`src/rtl/fft_mag_pkg.sv`:
```
// Shared widths and the per-stage pipeline record for the FFT magnitude square root.
// The record is sized from FFT_W/TAG_W; retarget those to change the datapath width.
package fft_mag_pkg;

  localparam int FFT_W = 16;
  localparam int TAG_W = 10;

  function automatic int magsq_w(input int w);
    return 2 * w + 1;
  endfunction

  function automatic int mag_w(input int w);
    return w + 1;
  endfunction

  localparam int OW   = mag_w(FFT_W);
  localparam int RW   = 2 * OW;
  localparam int REMW = OW + 2;

  typedef struct packed {
    logic [REMW-1:0]  rem;
    logic [OW-1:0]    root;
    logic [RW-1:0]    rad;
    logic [TAG_W-1:0] tag;
    logic             valid;
  } stage_t;

endpackage

```
`src/rtl/fft_sqrt_stage.sv`:
```
// One digit-by-digit square-root step: bring in two radicand bits, trial-subtract,
// decide root bit OW-1-K, and register the whole record.
module fft_sqrt_stage
  import fft_mag_pkg::*;
#(
  parameter int K = 0
) (
  input  logic   clk,
  input  logic   reset,
  input  stage_t d,
  output stage_t q
);

  logic [REMW+1:0] sh;
  logic [REMW+1:0] trial;
  logic            ge;
  stage_t          nxt;

  always_comb begin
    sh    = {d.rem, d.rad[RW-1 -: 2]};
    // Root bits are kept in their final positions; shift down to the K bits decided so far.
    trial = (REMW + 2)'({d.root >> (OW - K), 2'b01});
    ge    = sh >= trial;
    nxt   = d;
    nxt.rem = ge ? REMW'(sh - trial) : REMW'(sh);
    nxt.root[OW-1-K] = ge;
    nxt.rad = d.rad << 2;
  end

  always_ff @(posedge clk or posedge reset) begin
    if (reset) q <= '0;
    else       q <= nxt;
  end

endmodule

```
`src/rtl/fft_mag_sqrt.sv`:
```
// Pipelined integer square root of the squared FFT magnitude, bin tag carried alongside.
// Define FFT_MAG_SQRT_ROUND_EN for a round-to-nearest output stage (one extra cycle).
module fft_mag_sqrt
  import fft_mag_pkg::*;
#(
  parameter int W  = FFT_W,
  parameter int TW = TAG_W
) (
  input  logic                  clk,
  input  logic                  reset,
  input  logic                  in_valid,
  input  logic [magsq_w(W)-1:0] in_mag_sq,
  input  logic [TW-1:0]         in_tag,
  output logic                  out_valid,
  output logic [mag_w(W)-1:0]   out_mag,
  output logic [TW-1:0]         out_tag
);

  stage_t pipe [0:OW];
  stage_t last;

  assign pipe[0] = '{rem: '0, root: '0, rad: RW'(in_mag_sq), tag: in_tag, valid: in_valid};

  for (genvar k = 0; k < OW; k++) begin : g_stage
    fft_sqrt_stage #(.K(k)) u_stage (
      .clk  (clk),
      .reset(reset),
      .d    (pipe[k]),
      .q    (pipe[k+1])
    );
  end

  assign last = pipe[OW];

`ifdef FFT_MAG_SQRT_ROUND_EN
  logic [OW:0] up;
  assign up = {1'b0, last.root} + 1'b1;

  // x - r^2 > r is exactly x > (r + 0.5)^2 for integers.
  always_ff @(posedge clk or posedge reset) begin
    if (reset) begin
      out_valid <= 1'b0;
      out_mag   <= '0;
      out_tag   <= '0;
    end else begin
      out_valid <= last.valid;
      out_tag   <= last.tag;
      if (last.rem > REMW'(last.root))
        out_mag <= up[OW] ? '1 : up[OW-1:0];
      else
        out_mag <= last.root;
    end
  end
`else
  assign out_valid = last.valid;
  assign out_mag   = last.root;
  assign out_tag   = last.tag;
`endif

endmodule
```
`config.mk`:
```
export PLATFORM = sky130hd
export DESIGN_NAME = fft_mag_sqrt
export DESIGN_NICKNAME = d
export VERILOG_FILES = /design/src/rtl/fft_mag_pkg.sv /design/src/rtl/fft_sqrt_stage.sv /design/src/rtl/fft_mag_sqrt.sv
export SDC_FILE = /design/constraint.sdc
export NUM_CORES = 1
export LEC_CHECK = 0
export ABC_AREA = 1
export CORE_ASPECT_RATIO = 1.2
export CORE_UTILIZATION = 55
export CTS_CLUSTER_DIAMETER = 100
export DETAILED_ROUTE_END_ITERATION = 7
export PLACE_DENSITY = 0.72
export REMOVE_ABC_BUFFERS = 1
export SLEW_MARGIN = 20
export SYNTH_ARGS = -nofsm -noshare
export SYNTH_HDL_FRONTEND = slang
export SYNTH_SLANG_ARGS = --single-unit
```
`constraint.sdc`:
```
create_clock -name clk -period 72.2 [get_ports clk]
set_clock_uncertainty 0.1 [all_clocks]
set_input_delay 18.05 -clock clk [delete_from_list [all_inputs] [get_ports clk]]
set_output_delay 18.05 -clock clk [all_outputs]
set_load 0.01 [all_outputs]
```
==> metrics.yaml, run 1 <==
place:
  dpl.hpwl_mm: 58.8
  place_worst_setup_slack_ns: 50.15
  portBuffers: 73
  gp_congestion: 0.910
  dpl.cell_count: 5057
timing:
  rsz0062_at_grt: "false"
  worst_slack_ns: 51.30
  tightestPinTransition_ns: 1.01
  finalSetupViolCount: 0
  max_freq_ghz: 0.0479
  tns_ns: 0
  fin_crit_ns: 20.90
  hold_slack_ns: 0.238
  slew_viol_final: 0
  hold_viol: 0
  relSlewSlack_pct: 32.5
  period_share_pct: 28.9
logic_synthesis:
  synthCells: 4101
  syn_area_sq_um: 37700
  syn_avg_cell_area_sq_um: 9.20
  yosysWarningCount: 0
  yosys.area_share.xor_xnor_pct: 2.67
  synth_mux_area_share_pct: 0
  ys_ff_latch: 884
  synthDistinctLibCells: 48
  synth_fa_ha_area_share_pct: 5.51
  synth_ff_type: "dfrtp_1"
  synth-compound-area-share_pct: 4.10
  synth-seq-area-share_pct: 58.7
  synth-simple-area-share_pct: 21.9
  synth_edf_count: 0
  synth_top_family_by_area: "simple AND/OR/NAND/NOR gates"
  async_reset_ff_share_pct: 100
cells_and_area:
  areaGrowthSynthToFinish_pct: 12.5
  largest-register: "g_stage.u_stage.q"
  final_nets: 4453
  largest_reg_flops: 884
  multi_input_comb_area_sq_um: 12900
  drive_gt1_share_pct: 5.69
  instances_no_fill: 5210
  top_regs: "g_stage.u_stage.q x884"
  n_antenna_cell: 0
  fillers: 5589
  seq_area_sq_um: 22100
power:
  p_seq_share_pct: 41.8
  cellPowerDensity_nw_per_um2: 35.6
  total_power_mw: 1.51
  swShare_pct: 34.4
  power.internal_uw: 992
  p_clk_share_pct: 30.7
  pwr-share-comb_pct: 27.5
  ir_drop_uv: 26.1
  cellLeakagePower_nw: 22.4
  power.switching_uw: 520
route:
  drt_drc_violations_left: 0
  ant_nets: 0
  routed-via-count: 25800
  firstDrtPassIters: 5
  drt_iter0_drc: 1312
  vias_per_cell: 4.96
  wl_mm: 79.9
  wl_per_cell_um: 15.3
floorplan:
  dieHeight_um: 289
  die_w_um: 241
  start_util_pct: 55.9
  core-area_sq_um: 67400
  dieArea_sq_um: 69600
  num_io_pins: 74
  rows: 104
clock_network:
  cts_max_level: 3
  ctsResizeCount: 0
  clk_latency_ns: 0.65
  cts_root_buf: "clkbuf_16"
  numCtsBuffers: 83
  clk_pin_slew_ns: 0.06
  cts_hold_buffers: 0
  clockBufferDepth: 3
  cts_setup_buffers: 0
  cts_tree: "built"
  clock_sinks: 884
worst_setup_path:
  critPathKind: "input pin to async pin"
  r2r_setup_slack_ns: 69.43
  crit_path_max_fanout: 92
  cp_data_arrival_time_ns: 21.44
  r2r_end: "g_stage[13].u_stage.q[73]"
  endpoint_kind: "async pin"
  worst_r2r_path_depth: 11
  crit_path_start_kind: "input pin"
  r2r-start: "g_stage[12].u_stage.q[62]"
  worstPathRequired_ns: 72.74
min_path:
  hp-class: "flop to flop"
  hp-start: "g_stage[5].u_stage.q[26]"
  min_to: "g_stage[6].u_stage.q[28]"
  whs_path_depth: 0
job:
  drv_cap: 0
global_routing:
  grt_max_degree: 185
  grt_util_all_layers_pct: 24.0
  grt_pass1_vias: 26200
  grt_antenna_before_repair: 0
  gr-total-overflow: 0
  grt_pass1_wl_mm: 130
outcome:
  status: "finished clean"
[through the flow]
| step | cell area (sq um) | util [%] |
|---|---|---|
| final | 42400 | 62.9 |
| after global routing | 42400 | 62.9 |
| after CTS | 42400 | 62.9 |
| after detailed placement | 39400 | 58.5 |
| after global placement | 39400 | 58.5 |
| after floorplan | 37500 | - |
[worst max path at each step]
stage	from	end	cells after the start
after floorplan	reset	g_stage[0].u_stage.q[0]	1
after global placement	reset	g_stage[15].u_stage.q[52]	5
after detailed placement	reset	g_stage[15].u_stage.q[52]	5
after CTS	reset	g_stage[16].u_stage.q[61]	5
after global routing	reset	g_stage[16].u_stage.q[49]	5
final	reset	g_stage[15].u_stage.q[43]	5
[synthesized netlist by cell type, types with 7 or more instances]
cell type | count | area (sq um)
nand2_1 | 1284 | 4820
dfrtp_1 | 884 | 22100
inv_1 | 639 | 2400
nor2_1 | 313 | 1170
nand3_1 | 224 | 1120
ha_1 | 166 | 2080
a21oi_1 | 130 | 651
xor2_1 | 84 | 736
o21ai_0 | 83 | 415
nand3b_1 | 36 | 270
nand4_1 | 36 | 225
xnor2_1 | 31 | 272
nor3_1 | 29 | 145
nand2_2 | 19 | 119
a21oi_2 | 15 | 131
buf_6 | 12 | 135
o21ai_1 | 11 | 55.1
nor2_2 | 10 | 62.6
buf_4 | 8 | 60.1
inv_2 | 8 | 30.0
buf_2 | 7 | 35.0
[layout make-up]
class                      instances  share of cell area [%]
sequential                       884                    52.1
multi-input combinational       2539                    30.4
inverter                         649                    5.77
clock buffer                     116                    5.74
tap                              901                    2.66
timing repair buffer              84                    1.97
clock inverter                    37                    1.30
[kinds of logic (layout without fill, tap and decap cells)]
group / Yosys count / count (layout)
buffers and inverters: 678 / 886
and+or+nand+nor: 1987 / 1987
xor gates and xnor gates: 115 / 115
adders and majority gates: 166 / 166
AOI/OAI and AO/OA: 271 / 271
DFF: 884 / 884
[per-layer routing]
metal | GRT usage [%] | vias to the layer above | wire length [um]
met5 | 0 | - | 0
met4 | 12.7 | 0 | 4040
met3 | 2.77 | 222 | 2470
met2 | 45.6 | 489 | 43900
met1 | 25.8 | 12200 | 29500
li1 | - | 12900 | -
[critical path: stages]
cell and delay [ns]:
clkdlybuf4s50_1 0.49, inv_8 0.45, buf_6 0.65, buf_4 0.76
buf_4 0.88
[cell usage in the layout, fill, tap and decap left out, types with 10 or more instances in the layout]
cell / n
nand3b_1: 36
clkbuf_1: 12
clkinv_2: 13
ha_1: 166
nor2_2: 10
nand3_1: 224
o21ai_1: 11
xor2_1: 84
clkbuf_16: 85
dfrtp_1: 884
a21oi_1: 130
bufinv_16: 10
nand4_1: 36
nand2_2: 19
xnor2_1: 31
inv_1: 638
clkbuf_8: 19
clkdlybuf4s50_1: 73
a21oi_2: 15
o21ai_0: 83
nand2_1: 1284
nor2_1: 313
nor3_1: 29
[power by group through the flow]
stage / clock [mW] / combinational [mW] / sequential (mW)
floorplan: 0 / 0.314 / 0.621
global placement: 0 / 0.405 / 0.638
detailed placement: 0 / 0.411 / 0.640
CTS: 0.477 / 0.415 / 0.632
global route: 0.497 / 0.474 / 0.640
finish: 0.464 / 0.416 / 0.632
(Power assumes the default switching activity.)
==> run 2, diff against run 1 <==
--- a/config.mk
+++ b/config.mk
@@ -10,7 +10,7 @@
 export CORE_UTILIZATION = 55
 export CTS_CLUSTER_DIAMETER = 100
 export DETAILED_ROUTE_END_ITERATION = 7
-export PLACE_DENSITY = 0.72
+export PLACE_DENSITY = 0.75
 export REMOVE_ABC_BUFFERS = 1
 export SLEW_MARGIN = 20
 export SYNTH_ARGS = -nofsm -noshare
==> constraint.sdc (replaced) <==
create_clock -name clk -period 18.9 [get_ports clk]
set_clock_uncertainty 0.1 [all_clocks]
set_input_delay 4.725 -clock clk [delete_from_list [all_inputs] [get_ports clk]]
set_output_delay 4.725 -clock clk [all_outputs]
set_load 0.01 [all_outputs]
==> run 2 against run 1 <==
Final cell count about the same. Via count up 0.98%. Global-route usage decreased by 0.28 points. Clock power grew to 3.9 times the previous value. Core utilization rose by 0.11 points. Hold slack got worse by 0.0043 ns. Flip-flop and latch count did not move. Setup slack lost 39 ns. Total power grew to 3.8 times the previous value. Clock-buffer cell count grew 1. Critical endpoint is now g_stage[2].u_stage.q[26]. Largest cell class unchanged. Highest routed layer unchanged.
==> metrics.yaml, run 2 (synthesis gave the netlist of run 1 again) <==
timing:
  max_freq_ghz: 0.145
  relSlewSlack_pct: 35.4  # +3.0 points
  finalSetupViolCount: 0  # unchanged
  hold_viol: 0  # unchanged
  fin_crit_ns: 6.90
  rsz0062_at_grt: "false"
  slew_viol_final: 0  # unchanged
  hold_slack_ns: 0.234  # -0.00433 ns
  tightestPinTransition_ns: 0.968  # -0.0444 ns
  period_share_pct: 36.5
route:
  drt_iter0_drc: 1483  # +13%
  routed-via-count: 26100  # +0.98%
  wl_per_cell_um: 15.4  # +0.11%
  vias_per_cell: 5.01  # +0.94%
  drt_drc_violations_left: 0  # unchanged
  firstDrtPassIters: 5  # unchanged
  ant_nets: 0  # unchanged
  wl_mm: 80.0  # +0.15%
cells_and_area:
  final_nets: 4455  # +0.045%
  largest-register: "g_stage.u_stage.q"
  final_area_sq_um: 42500  # +0.17%
  fillers: 5638  # +0.88%
  final_common_cell: "nand2_1"
  drive_gt1_share_pct: 5.73  # +0.044 points
  areaGrowthSynthToFinish_pct: 12.7
  largest_reg_flops: 884  # unchanged
  n_antenna_cell: 0  # unchanged
  top_regs: "g_stage.u_stage.q x884"
  final_core_util_pct: 63.0  # +0.11 points
  mostFrequentLayoutCells: "nand2_1, dfrtp_1, inv_1, nor2_1, nand3_1"
worst_setup_path:
  worstPathRequired_ns: 19.50  # -53.24 ns
  critical-path-slowest-cell: "buf_4"
  cp_data_arrival_time_ns: 7.50  # -13.94 ns
  path_delay_family: "buffers and inverters"
  endpoint_kind: "async pin"
  cp_cell_sequence: "clkdlybuf4s50_1 > inv_8 > buf_4 > buf_6"
  crit_path_max_fanout: 130  # +41%
  worst-path-buf-inv: 4  # -1
  critPathKind: "input pin to async pin"
  crit_path_start_kind: "input pin"
  critPathMaxStageDelay_ns: 0.81  # -0.07 ns
clock_network:
  clockBufferDepth: 3  # unchanged
  cts_setup_buffers: 0  # unchanged
  ctsResizeCount: 0  # unchanged
  clk_latency_ns: 0.66  # about the same
  clk_pin_slew_ns: 0.06  # about the same
  cts_max_level: 3  # unchanged
  cts_hold_buffers: 0  # unchanged
  clock_sinks: 884  # unchanged
  numCtsBuffers: 86  # +3.6%
  cts_tree: "built"
  cts_root_buf: "clkbuf_16"
power:
  ir_drop_uv: 107  # +310%
  total_power_mw: 5.79  # +280%
  cellPowerDensity_nw_per_um2: 136  # +280%
  cellLeakagePower_nw: 22.4  # +0.13%
global_routing:
  grt_pass1_vias: 26100  # -0.27%
  grt_pass1_wl_mm: 128  # -1.4%
  grt_antenna_before_repair: 1  # +1
  gr-total-overflow: 0  # unchanged
  grt_util_all_layers_pct: 23.7  # -0.28 points
  grt_max_degree: 182  # -1.6%
floorplan:
  die_w_um: 241  # unchanged
  dieArea_sq_um: 69600  # unchanged
  num_io_pins: 74  # unchanged
  dieHeight_um: 289  # unchanged
  start_util_pct: 55.9  # unchanged
  rows: 104  # unchanged
  core-area_sq_um: 67400  # unchanged
place:
  portBuffers: 73  # unchanged
  placed_cell_area_sq_um: 39400  # about the same
  dpl.hpwl_mm: 58.8  # +0.13%
  gp_congestion: 0.975  # +7.2%
outcome:
  status: "finished clean"
job:
  drv_cap: 0  # unchanged
min_path:
  hp-class: "flop to flop"
## run 2: area by class of cell
class	instances	area, sq um	area share [%]
multi-input cells	2539	12900	30.4
flip-flops and latches	884	22100	52.1
well taps	901	1130	2.65
clock buffers	117	2480	5.84
repair buffers	83	858	2.02
clock inverters	39	556	1.31
inverters	649	2450	5.76
## run 2: routing by layer
metal | vias to the layer above | part of all wire [%] | track usage, %
li1 | 12900 | - | -
met4 | 0 | 5.7 | 14.0
met5 | - | 0 | 0
met3 | 257 | 3.4 | 3.13
met2 | 545 | 54 | 44.7
met1 | 12400 | 37 | 24.9
## run 2: where the power goes
group | switching, mW | total, mW | internal, mW
Combinational | 1.04 | 1.58 | 0.542
Sequential | 0.215 | 2.41 | 2.20
Clock | 0.733 | 1.80 | 1.07
## run 2: worst reg2reg max path, delay by kind of cell, from the launching register on
family                   cells  cell delay, ns
adder cells (fa/ha/maj)      1            0.37
buffers and inverters        2            0.16
flip-flops                   1            0.37
AND/OR/NAND/NOR              9            1.68
## run 2: final timing paths
path | startpoint | slack, ns | depth (start not counted) | to
worst max-delay path | reset | 12.00 | 4 | g_stage[2].u_stage.q[26]
worst max register to register | g_stage[12].u_stage.q[57] | 16.14 | 12 | g_stage[13].u_stage.q[73]
worst min-delay path | g_stage[13].u_stage.q[6] | 0.23 | 0 | g_stage[14].u_stage.q[6]
worst min register to register | g_stage[13].u_stage.q[6] | 0.23 | 0 | g_stage[14].u_stage.q[6]
min in group asynchronous | reset | 4.53 | 2 | g_stage[2].u_stage.q[76]
max in group clk | g_stage[16].u_stage.q[48] | 12.52 | 1 | out_mag[3]
## run 2: metrics by stage
stage / setup slack [ns] / std cells / setup TNS, ns
floorplan: -10.77 / 4072 / -9522.53
global placement: 10.97 / 5055 / 0
detailed placement: 10.89 / 5055 / 0
CTS: 11.59 / 5211 / 0
global route: 11.51 / 5212 / 0
finish: 12.00 / 5212 / 0
